## config.mk

```make
export PLATFORM = sky130hd
export DESIGN_NAME = round_constant_sequencer_flat
export DESIGN_NICKNAME = d
export VERILOG_FILES = /design/src/rtl/round_constant_sequencer_if.sv /design/src/rtl/round_constant_sequencer.sv /design/src/flat_wrapper.sv
export SDC_FILE = /design/constraint.sdc
export NUM_CORES = 1
export LEC_CHECK = 0
export BUFFER_PORTS_ARGS = -buffer_cell sky130_fd_sc_hd__buf_2
export CORE_AREA = 3 3 253 255
export CTS_CLUSTER_DIAMETER = 150
export DETAILED_ROUTE_END_ITERATION = 8
export DIE_AREA = 0 0 256 258
export GPL_ROUTABILITY_DRIVEN = 0
export PLACE_DENSITY = 0.43
export SYNTH_ARGS = -nofsm -noshare
export SYNTH_HDL_FRONTEND = slang
export SYNTH_SLANG_ARGS = --single-unit
```

## constraint.sdc

```tcl
create_clock -name clock_i -period 22 [get_ports clock_i]
set_clock_uncertainty 0.2 [all_clocks]
set_input_delay 4.4 -clock clock_i [delete_from_list [all_inputs] [get_ports clock_i]]
set_output_delay 4.4 -clock clock_i [all_outputs]
set_load 0.02 [all_outputs]
```

## src/rtl/round_constant_sequencer_if.sv

```systemverilog
// round_constant_sequencer_if: beat handshake and state bus of the round constant sequencer.
// err_o exists only when ROUND_SEQ_ERR_FLAG_EN is defined.
interface round_constant_sequencer_if;
  logic             start_i;
  logic             mode_i;
  logic             valid_i;
  logic             ready_o;
  logic [4:0][63:0] state_i;
  logic             valid_o;
  logic             ready_i;
  logic [4:0][63:0] state_o;
  logic [3:0]       round_o;
  logic             last_o;
  logic             busy_o;
`ifdef ROUND_SEQ_ERR_FLAG_EN
  logic             err_o;
  modport slave (input start_i, mode_i, valid_i, state_i, ready_i,
                 output ready_o, valid_o, state_o, round_o, last_o, busy_o, err_o);
  modport master (output start_i, mode_i, valid_i, state_i, ready_i,
                  input ready_o, valid_o, state_o, round_o, last_o, busy_o, err_o);
`else
  modport slave (input start_i, mode_i, valid_i, state_i, ready_i,
                 output ready_o, valid_o, state_o, round_o, last_o, busy_o);
  modport master (output start_i, mode_i, valid_i, state_i, ready_i,
                  input ready_o, valid_o, state_o, round_o, last_o, busy_o);
`endif
endinterface

```

## src/rtl/round_constant_sequencer.sv

```systemverilog
// round_constant_sequencer: XORs the Ascon round constant into x2 of each beat of a p^a/p^b permutation.
// Defining ROUND_SEQ_ERR_FLAG_EN adds err_o, pulsed on orphan beats and aborting restarts.
module round_constant_sequencer #(
  parameter int NB_ROUNDS_A = 12,
  parameter int NB_ROUNDS_B = 6
) (
  input logic                          clock_i,
  input logic                          reset_i,
  round_constant_sequencer_if.slave    bus
);
  if (NB_ROUNDS_A < 1 || NB_ROUNDS_A > 12 || NB_ROUNDS_B < 1 || NB_ROUNDS_B > 12) begin : g_bad_param
    $error("round_constant_sequencer: NB_ROUNDS_A/NB_ROUNDS_B must be in 1..12");
  end
  localparam logic [3:0] R0_A = 4'(12 - NB_ROUNDS_A);
  localparam logic [3:0] R0_B = 4'(12 - NB_ROUNDS_B);
  logic             valid_q, valid_d, last_q, last_d, busy_q, busy_d;
  logic [3:0]       round_q, round_d, cnt_q, cnt_d, r;
  logic [4:0][63:0] state_q, state_d;
  logic             acc, apply;
  assign bus.ready_o = !valid_q || bus.ready_i;
  assign acc         = bus.valid_i && bus.ready_o;
  // A start beat always wins, restarting even an in-flight permutation.
  always_comb begin
    r       = bus.start_i ? (bus.mode_i ? R0_B : R0_A) : cnt_q;
    apply   = bus.start_i || busy_q;
    valid_d = acc || (valid_q && !bus.ready_i);
    state_d = state_q;
    round_d = round_q;
    last_d  = last_q;
    busy_d  = busy_q;
    cnt_d   = cnt_q;
    if (acc) begin
      state_d          = bus.state_i;
      state_d[2][7:0]  = bus.state_i[2][7:0] ^ (apply ? {~r, r} : 8'h00);
      round_d          = apply ? r : 4'hF;
      last_d           = apply && r == 4'd11;
      busy_d           = apply && r != 4'd11;
      cnt_d            = busy_d ? r + 4'd1 : 4'd0;
    end
  end
  always_ff @(posedge clock_i or posedge reset_i)
    if (reset_i) begin
      valid_q <= 1'b0;
      state_q <= '0;
      round_q <= 4'hF;
      last_q  <= 1'b0;
      busy_q  <= 1'b0;
      cnt_q   <= 4'd0;
    end else begin
      valid_q <= valid_d;
      state_q <= state_d;
      round_q <= round_d;
      last_q  <= last_d;
      busy_q  <= busy_d;
      cnt_q   <= cnt_d;
    end
  assign bus.valid_o = valid_q;
  assign bus.state_o = state_q;
  assign bus.round_o = round_q;
  assign bus.last_o  = last_q;
  assign bus.busy_o  = busy_q;
`ifdef ROUND_SEQ_ERR_FLAG_EN
  logic err_q, err_d;
  // Error when start and busy agree: a restart mid-run, or a beat with no permutation.
  assign err_d = acc && (bus.start_i == busy_q);
  always_ff @(posedge clock_i or posedge reset_i)
    if (reset_i) err_q <= 1'b0;
    else         err_q <= err_d;
  assign bus.err_o = err_q;
`endif
endmodule
```

## src/flat_wrapper.sv

```systemverilog
// flat-port wrapper written by rule: the top's interface ports become plain ports
module round_constant_sequencer_flat 
#(
  parameter int NB_ROUNDS_A = 12,
  parameter int NB_ROUNDS_B = 6
)
  (clock_i, reset_i, bus_start_i, bus_mode_i, bus_valid_i, bus_state_i, bus_ready_i, bus_ready_o, bus_valid_o, bus_state_o, bus_round_o, bus_last_o, bus_busy_o);
  round_constant_sequencer_if bus_i ();
  input logic clock_i;
  input logic reset_i;
  input wire logic [$bits(bus_i.start_i)-1:0] bus_start_i;
  input wire logic [$bits(bus_i.mode_i)-1:0] bus_mode_i;
  input wire logic [$bits(bus_i.valid_i)-1:0] bus_valid_i;
  input wire logic [$bits(bus_i.state_i)-1:0] bus_state_i;
  input wire logic [$bits(bus_i.ready_i)-1:0] bus_ready_i;
  output wire logic [$bits(bus_i.ready_o)-1:0] bus_ready_o;
  output wire logic [$bits(bus_i.valid_o)-1:0] bus_valid_o;
  output wire logic [$bits(bus_i.state_o)-1:0] bus_state_o;
  output wire logic [$bits(bus_i.round_o)-1:0] bus_round_o;
  output wire logic [$bits(bus_i.last_o)-1:0] bus_last_o;
  output wire logic [$bits(bus_i.busy_o)-1:0] bus_busy_o;
  assign bus_i.start_i = bus_start_i;
  assign bus_i.mode_i = bus_mode_i;
  assign bus_i.valid_i = bus_valid_i;
  assign bus_i.state_i = bus_state_i;
  assign bus_i.ready_i = bus_ready_i;
  assign bus_ready_o = bus_i.ready_o;
  assign bus_valid_o = bus_i.valid_o;
  assign bus_state_o = bus_i.state_o;
  assign bus_round_o = bus_i.round_o;
  assign bus_last_o = bus_i.last_o;
  assign bus_busy_o = bus_i.busy_o;
  round_constant_sequencer #(.NB_ROUNDS_A(NB_ROUNDS_A), .NB_ROUNDS_B(NB_ROUNDS_B)) u_core (.clock_i(clock_i), .reset_i(reset_i), .bus(bus_i));
endmodule
```

### Word level (Yosys, flattened, before mapping)

Cells that the tools add are included.

* register bits: 331
* bits of input ports: 326
* output and inout port bits: 328

* muxes and demuxes: 5
* reduce and logical (&&, ||, !) cells: 9
* equal/unequal tests: 2
* bitwise operators: 2
* $add $sub $neg: 1

Operators by type and width (count)
* $mux 4: 3
* $mux 8: 1
* $xor 8x8->8: 1
* $add 4x1->4 const B: 1
* $eq 4x4->1 const B: 1
* $logic_and 1x1->1: 4
* $ne 4x4->1 const B: 1
* $not 4->4: 1
* $logic_or 1x1->1: 3
* $mux 3: 1
* $logic_not 1->1: 2

### Longest topological paths before layout

* depth after elaboration: 5
* depth in mapped cells: 7
* depth with buffers taken out: 6

### Worst setup path after synthesis

No wires, ideal clock.

* kind: in2out
* start: in bus_ready_i
* end: out bus_ready_o
* path buffers: 2
* arrival time: 4.909 ns
* data required time: 17.400 ns
* setup slack: 12.491 ns
* stages on the path: 4
* cells stage by stage: nor2b_1 buf_6 inv_1 buf_2

* cells in the longest elaborated chain, start to end: 1

Ends and longest elaborated chain
* start: declaration: line flat_wrapper.sv:15 `input wire logic [$bits(bus_i.ready_i)-1:0] bus_ready_i;`
* $logic_or 1x1->1: line round_constant_sequencer.sv:20 `assign bus.ready_o = !valid_q || bus.ready_i;`
* end: declaration: line flat_wrapper.sv:16 `output wire logic [$bits(bus_i.ready_o)-1:0] bus_ready_o;`

Every way passes these cells.

### Worst setup path after layout

Same ends and word-level chain as after synthesis.

==> results.yml <==
status:
  status: "complete, no violations"
global_routing:
  first_global_vias: 9545
  grt_max_degree: 132
  gr-usage-met2_pct: 21.3
  met1_usage_pct: 12.4
  grt.met3_usage_pct: 4.64
  grt-ovfl-total: 0
  grtUsageTotal_pct: 11.8
  grt_pass1_wl_mm: 60.8
  top_usage_layer: "met2"
  antenna_found_initial: 10
worst_setup_path:
  worstSetupPathType: "in -> out"
  crit_top_cell: "buf_2"
  crit_start: "bus_ready_i"
  cp-endpoint: "bus_ready_o"
  end_kind: "primary output"
  start_kind: "input port"
  rr_endpoint: "u_core.bus.state_o[61]"
  critPathMaxStageDelay_ns: 0.23
  cp_max_fo: 15
  ff2ff_path_depth: 6
  reg2reg_slack_ns: 18.26
  cp.required_ns: 17.40
  cp_slowest_cell: "buf_4"
  cp.arrival_ns: 5.31
  rr_startpoint: "u_core.bus.valid_o"
  crit_chain: "buf_2 > nor2b_1 > buf_4 > inv_1 > buf_2"
logic_synthesis:
  synth_cells: 768
  yosys-top-cells-area: "dfrtp_1 64%, mux2_1 18%, mux2_2 9.4%"
  yosys_warnings: 0
  ys_seq_elements: 331
  yosys.area_share.simple_pct: 1.59
  synth_top_area_share_pct: 64.3
  synth_largest_area_cell: "dfrtp_1"
  synth_top_family_by_area: "multiplexers"
  synth-xor-area-share_pct: 0.207
  yosysSeqAreaShare_pct: 65.2
  synth_compound_area_share_pct: 2.08
  avgSynthCellArea_um2: 16.6
  synthAdderAreaFrac_pct: 0.0984
  synth.distinct_cells: 40
  synth.area.mux_share_pct: 27.8
  syn-cell-area_mm2: 0.0127
  syn-num-nets: 1095
clock_network:
  hold_buffers: 0
  cts_root_buffer: "clkbuf_16"
  cts_setup_buffers: 0
  cts.sinks: 331
  htree_num_levels: 2
  cts_tree: "yes"
  clock_path_buffers: 3
  clk_latency_ns: 0.53
  ctsResizeCount: 0
  cts_buffers: 40
  clkTransAtPathRegs_ns: 0.05
floorplan:
  die_h_um: 258
  start_util_pct: 20.6
  rows: 91
  dieArea_mm2: 0.0660
  design.core.area_mm2: 0.0618
  die_w_um: 256
  pin_count: 654
cells_and_area:
  area_growth_pct: 41.8
  final_cell_mix: "653 x buf_2, 327 x dfrtp_1, 207 x mux2_1, 106 x mux2_2, 41 x clkbuf_16"
  final_util_pct: 29.2
  drive_above_1_share_pct: 57.2
  layout_commonest_cell: "buf_2"
  fin_nets: 1755
  stdcell_count: 2300
sta:
  setup_viol: 0
  holdWs_ns: 0.276
  rsz0062_at_grt: "no"
  maxSlewHeadroom_pct: 25.4
  report.final.slew_viol_count: 0
  worstMarginPinSlew_ns: 1.12
  max_freq_mhz: 101
  period_needed_ns: 9.91
  min_period_over_period_pct: 45.0
  finalSetupTns_ns: 0
  hold_viol_final: 0
routing:
  detail_route.iter0.violations: 355
  via_per_inst: 3.86
  ant_nets: 0
  wire_per_inst_um: 17.5
  drtPass1Iterations: 4
  dr_total_vias: 8888
  drt_wl_total_mm: 40.3
  drt_drc_violations_left: 0
power:
  power_uw: 1780
  powerDensity_mw_per_mm2: 98.5
  vdd.ir_drop.worst_mv: 0.0710
  power_leakage_uw: 0.00855
place:
  dp_cells: 2223
  hpwl_mm: 30.1
  io_buffers: 653
job:
  max-cap-violations: 0
min_path:
  hp-class: "reg -> reg"
==> worst min-delay path by stage <==
stage,from,endpoint,slack [ns],depth (start not counted)
6_report,u_core.bus.state_o[185],u_core.bus.state_o[185],0.28,1
5_1_grt,u_core.bus.state_o[264],u_core.bus.state_o[264],0.29,1
4_1_cts,u_core.bus.state_o[273],u_core.bus.state_o[273],0.28,1
3_5_place_dp,u_core.bus.state_o[273],u_core.bus.state_o[273],0.27,1
3_3_place_gp,u_core.bus.state_o[212],u_core.bus.state_o[212],0.26,1
2_1_floorplan,u_core.cnt_q[1],u_core.cnt_q[1],0.29,1
==> layout make-up <==
class / instances / area (um2)
Antenna cell: 6 / 15.0
Clock buffer: 65 / 1230
Clock inverter: 6 / 55.1
Fill cell: 6496 / 43800
Inverter: 7 / 33.8
Multi-Input combinational cell: 388 / 4040
Sequential cell: 331 / 8290
Tap cell: 837 / 1050
Timing Repair Buffer: 660 / 3330
==> worst max-delay path, delay by kind of cell <==
kind | cells | cell delay (ns)
AND/OR/NAND/NOR | 1 | 0.11
buffers and inverters | 4 | 0.79
==> synthesized netlist by cell type, drive strengths merged <==
library cell  count
a22o              1
dfrtp           327
and2              1
buf              38
xnor2             1
inv               7
o311ai            5
nand2             2
nand2b            1
or4b              1
nor2b             5
o21ai            16
and3              1
o21a              1
mux2            313
o2bb2ai           2
nand3             5
a31o              1
or3b              1
a21boi            1
dfstp             4
a21oi             4
mux2i             1
clkbuf            4
a31oi             1
o31ai             5
nor3b             3
and3b             1
xor2              2
nand3b            3
nor3              1
ha                1
o2111ai           3
nor2              2
or3               3
==> where the power goes <==
| part | switching, uW | leakage (uW) | internal (uW) |
|---|---|---|---|
| clock network | 254 | 0.000633 | 390 |
| logic | 234 | 0.00405 | 150 |
| registers | 46.4 | 0.00387 | 703 |
| total | 534 | 0.00855 | 1240 |
==> flip-flops by register name (all words and copies together) (netlist names) <==
register            cells
u_core.cnt_q            4
u_core.bus.last_o       1
u_core.bus.round_o      4
u_core.bus.state_o    320
u_core.bus.busy_o       1
u_core.bus.valid_o      1
==> metrics by stage <==
step | area, um2 | setup WS [ns]
finish | 18000 | 12.09
global route | 18000 | 12.02
CTS | 18000 | 12.11
detailed placement | 16700 | 12.12
global placement | 16700 | 12.10
floorplan | 12700 | 8.24
==> cell families (layout without fill, tap and decap cells) <==
logic type	Yosys count	in the layout
AND/OR/NAND/NOR	30	30
AO/OA/AOI/OAI	40	40
adder cells (fa/ha/maj)	1	1
buffers and inverters	49	738
multiplexers	314	314
other	0	6
flip-flops	331	331
XOR/XNOR	3	3
==> metal layers <==
layer | part of all wire [%] | wire length [um]
met1 | 36 | 14500
met2 | 52 | 21100
met3 | 8.9 | 3580
met4 | 2.5 | 1020
met5 | 0.12 | 49
No activity file was read; power rests on OpenSTA's default activity.
